**src/rtl/gf2m_233_reducer_if.sv**
```systemverilog
// Handshake bundle between the GF(2^233) multiplier, the reducer and its consumer.
// The reducer takes the slave side; the producer/consumer pair takes the master side.
interface gf2m_233_reducer_if #(
    parameter int unsigned M = 233,
    parameter int unsigned W = 466
);
    logic [W-1:0] prod;
    logic         in_valid;
    logic         in_ready;
    logic [M-1:0] r;
    logic         out_valid;
    logic         out_ready;
    logic [1:0]   folds;

    modport slave (
        input  prod,
        input  in_valid,
        input  out_ready,
        output in_ready,
        output r,
        output out_valid,
        output folds
    );

    modport master (
        output prod,
        output in_valid,
        output out_ready,
        input  in_ready,
        input  r,
        input  out_valid,
        input  folds
    );
endinterface

```
**src/rtl/gf2m_233_reducer.sv**
```systemverilog
// Iterative reduction of a 466-bit carry-less product modulo x^233 + x^74 + 1.
// One trinomial fold per clock, early exit once the upper half is clear.
module gf2m_233_reducer #(
    parameter int unsigned M = 233,
    parameter int unsigned K = 74,
    parameter int unsigned W = 466
) (
    input logic                 clk,
    input logic                 rst,
    gf2m_233_reducer_if.slave   bus
);

    typedef enum logic [1:0] {StIdle, StFold, StDone} state_e;

    state_e         r_state;
    state_e         w_state_next;
    logic [W-1:0]   r_acc;
    logic [W-1:0]   w_acc_next;
    logic [1:0]     r_cnt;
    logic [1:0]     w_cnt_next;
    logic [M-1:0]   r_res;
    logic [M-1:0]   w_res_next;
    logic [1:0]     r_folds;
    logic [1:0]     w_folds_next;

    logic [M-1:0]   w_hi;
    logic [M-1:0]   w_lo;
    logic [W-1:0]   w_hi_ext;
    logic [W-1:0]   w_fold;

    assign w_hi     = r_acc[W-1:M];
    assign w_lo     = r_acc[M-1:0];
    assign w_hi_ext = {{(W-M){1'b0}}, w_hi};
    // H << K spans at most M+K bits, so the W-bit shift never truncates.
    assign w_fold   = {{(W-M){1'b0}}, w_lo} ^ w_hi_ext ^ (w_hi_ext << K);

    always_ff @(posedge clk) begin
        if (rst) begin
            r_state <= StIdle;
            r_acc   <= '0;
            r_cnt   <= '0;
            r_res   <= '0;
            r_folds <= '0;
        end else begin
            r_state <= w_state_next;
            r_acc   <= w_acc_next;
            r_cnt   <= w_cnt_next;
            r_res   <= w_res_next;
            r_folds <= w_folds_next;
        end
    end

    always_comb begin
        w_state_next = r_state;
        w_acc_next   = r_acc;
        w_cnt_next   = r_cnt;
        w_res_next   = r_res;
        w_folds_next = r_folds;
        unique case (r_state)
            StIdle: begin
                if (bus.in_valid) begin
                    w_acc_next   = bus.prod;
                    w_cnt_next   = 2'd0;
                    w_state_next = StFold;
                end
            end
            StFold: begin
                if (w_hi == '0) begin
                    w_res_next   = w_lo;
                    w_folds_next = r_cnt;
                    w_state_next = StDone;
                end else begin
                    w_acc_next = w_fold;
                    if (r_cnt != 2'd2) begin
                        w_cnt_next = r_cnt + 2'd1;
                    end
                end
            end
            StDone: begin
                if (bus.out_ready) begin
                    w_state_next = StIdle;
                end
            end
            default: begin
                w_state_next = StIdle;
            end
        endcase
    end

    // Held low while rst is asserted so no operand is offered during reset.
    assign bus.in_ready  = (r_state == StIdle) && !rst;
    assign bus.out_valid = (r_state == StDone);
    assign bus.r         = r_res;
    assign bus.folds     = r_folds;

endmodule
```
**src/flat_wrapper.sv**
```systemverilog
// flat-port wrapper written by rule: the top's interface ports become plain ports
module gf2m_233_reducer_flat 
#(
    parameter int unsigned M = 233,
    parameter int unsigned K = 74,
    parameter int unsigned W = 466
)
  (clk, rst, bus_prod, bus_in_valid, bus_out_ready, bus_in_ready, bus_r, bus_out_valid, bus_folds);
  gf2m_233_reducer_if #(.M(M), .W(W)) bus_i ();
  input logic clk;
  input logic rst;
  input wire logic [$bits(bus_i.prod)-1:0] bus_prod;
  input wire logic [$bits(bus_i.in_valid)-1:0] bus_in_valid;
  input wire logic [$bits(bus_i.out_ready)-1:0] bus_out_ready;
  output wire logic [$bits(bus_i.in_ready)-1:0] bus_in_ready;
  output wire logic [$bits(bus_i.r)-1:0] bus_r;
  output wire logic [$bits(bus_i.out_valid)-1:0] bus_out_valid;
  output wire logic [$bits(bus_i.folds)-1:0] bus_folds;
  assign bus_i.prod = bus_prod;
  assign bus_i.in_valid = bus_in_valid;
  assign bus_i.out_ready = bus_out_ready;
  assign bus_in_ready = bus_i.in_ready;
  assign bus_r = bus_i.r;
  assign bus_out_valid = bus_i.out_valid;
  assign bus_folds = bus_i.folds;
  gf2m_233_reducer #(.M(M), .K(K), .W(W)) u_core (.clk(clk), .rst(rst), .bus(bus_i));
endmodule
```
**config.mk**
```make
export PLATFORM = sky130hd
export DESIGN_NAME = gf2m_233_reducer_flat
export DESIGN_NICKNAME = d
export VERILOG_FILES = /design/src/rtl/gf2m_233_reducer_if.sv /design/src/rtl/gf2m_233_reducer.sv /design/src/flat_wrapper.sv
export SDC_FILE = /design/constraint.sdc
export NUM_CORES = 2
export LEC_CHECK = 0
export CAP_MARGIN = 15
export CORE_MARGIN = 10
export CORE_UTILIZATION = 45
export DETAILED_ROUTE_END_ITERATION = 8
export GPL_TIMING_DRIVEN = 0
export PLACE_DENSITY = 0.74
export SLEW_MARGIN = 40
export SYNTH_ARGS = -nofsm -noshare
export SYNTH_HDL_FRONTEND = slang
export SYNTH_SLANG_ARGS = --single-unit
export TNS_END_PERCENT = 50
```
**constraint.sdc**
```tcl
create_clock -name clk -period 3.2 [get_ports clk]
set_input_delay 0.8 -clock clk [delete_from_list [all_inputs] [get_ports clk]]
set_output_delay 0.8 -clock clk [all_outputs]
set_load 0.02 [all_outputs]
```
==> metrics <==
DR DRC count 0; total CTS buffers a little under 80; Ys Warns 0; Clock Tree Root clkbuf_16; global route total overflow 0; Max clock buf depth 3; Inst Count DP 5483; Setup CP Type reg2reg; filler instances 6245; pwr dens 531 nW/µm²; #FFs+latches synth between 700 and 800; clk_skew between 0.02 and 0.025 ns; io pins 707; CTS tree yes; vias in the first global route 33422; share of cells above drive strength 1 6.32%; Initial DRC Count between 4000 and 5000; Clock Latency Late Sink 0.64 ns; I/O Buffers approximately 700; max-cap viol count 0; mean post-synth cell area about 8.2 µm²; number of cell rows 96; vias per cell roughly 6.3; async set or reset register ratio after synthesis 0%; Final nets 5107; relative slew slack 37.5%; register area share after synthesis 44.9%; Leak 14.3 nW; die area 80900 µm²; fin cells approximately 5700; H-tree Lvls 3; antenna violations before repair 58; largest net degree at the start of global routing 16; height of the die 284 µm; Layout area overhead 36.7%; Hold WC Path Type reg2reg; core area 68900 µm²; f_max 313 MHz; Cells after Synth 3843; Crit. End Element flip-flop; Worst VDD drop 0.000403 V; worst path cell trace nor4_4 -> nand4_1 -> nor4_4 -> and2_1 -> buf_4 -> buf_4 -> buf_2 -> nand3_1 -> a21oi_1; Worst Path Required 3.75 ns; DR vias approximately 36000; clock slew at reported path FFs 0.06 ns; first drt pass iteration count 8; outcome completed; remaining antenna violation count after routing 0; wire per inst 29.3 µm; Pins Over Slew Limit 0; EDFF count, synth 0; gpl congestion a little over 1; Total Routing Usage GR 38.6%; initial core utilization 45.6%; cell area after synthesis 31400 µm²; final setup TNS 0 ns; fin crit share 100%; worst slew pin tran between 0.9 and 1 ns; Clock Sinks around 700; crit-path max cell delay 0.47 ns; Final min period 3.20 ns; Total Power 22.8 mW; number of distinct library cells after synthesis 37; die span in x ~280 µm; Net Count, Synth about 4300; Crit Path Max Fanout 10; first-pass GRT wire length 233000 µm; post-detail-place hpwl 130000 µm; # setup viols final 0; final WL 166000 µm; crit path DAT 3.75 ns; Synth Flop Type dfxtp_1; startpoint class of the critical path flip-flop; crit path max-delay cell type nor4_4; worst hold slack 0.471 ns; final-report hold violation count 0
## layer usage
layer | part of all wire [%] | vias up | routed length [µm] | global-route usage, %
met5 | 0.034 | - | 57 | 0
met3 | 11 | 509 | 17600 | 9.88
met4 | 7.3 | 8 | 12100 | 26.4
met1 | 38 | 17094 | 62900 | 46.8
met2 | 44 | 2367 | 73600 | 59.6
li1 | - | 15746 | - | -
## placed cells by master (no fill, tap or decap), drive strengths merged
| master | netlist | final |
|---|---|---|
| o21ai | 385 | 385 |
| nor2b | 3 | 3 |
| nand4 | 13 | 13 |
| and4b | 1 | 1 |
| nand3 | 310 | 310 |
| clkinv | 0 | 13 |
| clkbuf | 304 | 410 |
| ha | 1 | 1 |
| xnor2 | 159 | 159 |
| nor4 | 56 | 56 |
| or4 | 5 | 5 |
| xor2 | 1 | 1 |
| dfxtp | 705 | 705 |
| nor3 | 234 | 234 |
| or2 | 1 | 1 |
| buf | 92 | 110 |
| nand2b | 1 | 1 |
| nor2 | 228 | 228 |
| and3 | 2 | 2 |
| diode | 0 | 51 |
| o22ai | 1 | 1 |
| a21oi | 625 | 625 |
| a32o | 159 | 159 |
| inv | 238 | 241 |
| clkdlybuf4s50 | 0 | 705 |
| o211ai | 1 | 1 |
| bufinv | 0 | 7 |
| o32ai | 159 | 159 |
| clkinvlp | 0 | 1 |
| a22oi | 1 | 1 |
| and2 | 2 | 2 |
| a211oi | 150 | 150 |
| nand2 | 3 | 3 |
| o211a | 1 | 1 |
| and4 | 2 | 2 |
## synthesized netlist by cell type, drive strengths merged (2+ instances only)
cell	number	area [µm²]
dfxtp	705	14100
a21oi	625	3130
o21ai	385	1930
nand3	310	1550
clkbuf	304	1140
inv	238	893
nor3	234	1170
nor2	228	856
a32o	159	1590
o32ai	159	1390
xnor2	159	1390
a211oi	150	1130
buf	92	514
nor4	56	369
nand4	13	87.6
or4	5	37.5
nand2	3	11.3
nor2b	3	18.8
and2	2	12.5
and3	2	12.5
and4	2	17.5
## state kept, by name, indices dropped and copies added (netlist names)
name / cells
u_core.r_acc: 466
u_core.bus.folds: 2
u_core.r_cnt: 2
u_core.r_state: 2
u_core.bus.r: 233
## where the power goes
part | total (mW) | switching, mW | internal [mW]
sequential | 9.82 | 0.589 | 9.23
clock | 9.48 | 3.91 | 5.57
combinational | 3.52 | 2.10 | 1.43
## final cells by class
class | instances | area, µm² | area share, %
well taps | 931 | 1160 | 2.71
repair buffers | 717 | 7250 | 16.9
clock buffers | 115 | 2310 | 5.38
clock inverters | 24 | 320 | 0.745
multi-input cells | 2504 | 15000 | 34.9
diodes | 51 | 128 | 0.297
plain buffers | 393 | 1790 | 4.16
flip-flops and latches | 705 | 14100 | 32.8
inverters | 238 | 893 | 2.08
## worst max-delay path, delay by kind of cell (launching register included)
family	cells	cell delay [ns]
AO/OA/AOI/OAI	1	0.19
buffers and inverters	3	0.97
flip-flops	1	0.45
AND/OR/NAND/NOR	5	1.49
## cells by family (layout without fill, tap and decap cells)
group                      after synthesis  count (layout)  synth area share, %
buffers and inverters                  634            1487                 8.10
other                                    0              51                    0
AOI/OAI and AO/OA                     1482            1482                 29.3
DFF                                    705             705                 44.9
and+or+nand+nor                        861             861                 13.3
xor gates and xnor gates               160             160                 4.46
adders and majority gates                1               1               0.0398
## timing repair
item / CTS / global route
setup buffers: 5 / 3
endpoints found under the hold margin: 0 / 0
pin swaps: 5 / 5
gates resized for setup: 42 / 68
setup endpoints to repair: 705 / 490
hold buffers: 0 / 0
## worst paths after layout
path / startpoint / endpoint / slack [ns] / cells after the start
max: u_core.r_acc[327]$_SDFFE_PP0P_ / u_core.bus.r[228]$_SDFFE_PP0P_ / 0.001 / 9
min: u_core.bus.r[113]$_SDFFE_PP0P_ / u_core.bus.r[113]$_SDFFE_PP0P_ / 0.47 / 2
max reg2reg: u_core.r_acc[327]$_SDFFE_PP0P_ / u_core.bus.r[228]$_SDFFE_PP0P_ / 0.001 / 9
min reg2reg: u_core.bus.r[113]$_SDFFE_PP0P_ / u_core.bus.r[113]$_SDFFE_PP0P_ / 0.47 / 2
## stage by stage
stage | instance area, µm² | utilization (%) | setup WS (ns)
after global placement | 39700 | 57.5 | -1.54
after CTS | 42700 | 61.9 | 0.000726
after detailed placement | 39800 | 57.8 | -0.926
after floorplan | 31400 | - | 0.602
after global routing | 43000 | 62.3 | -0.0439
final | 43000 | 62.3 | 0.00102
No activity file was read; power rests on OpenSTA's default activity.
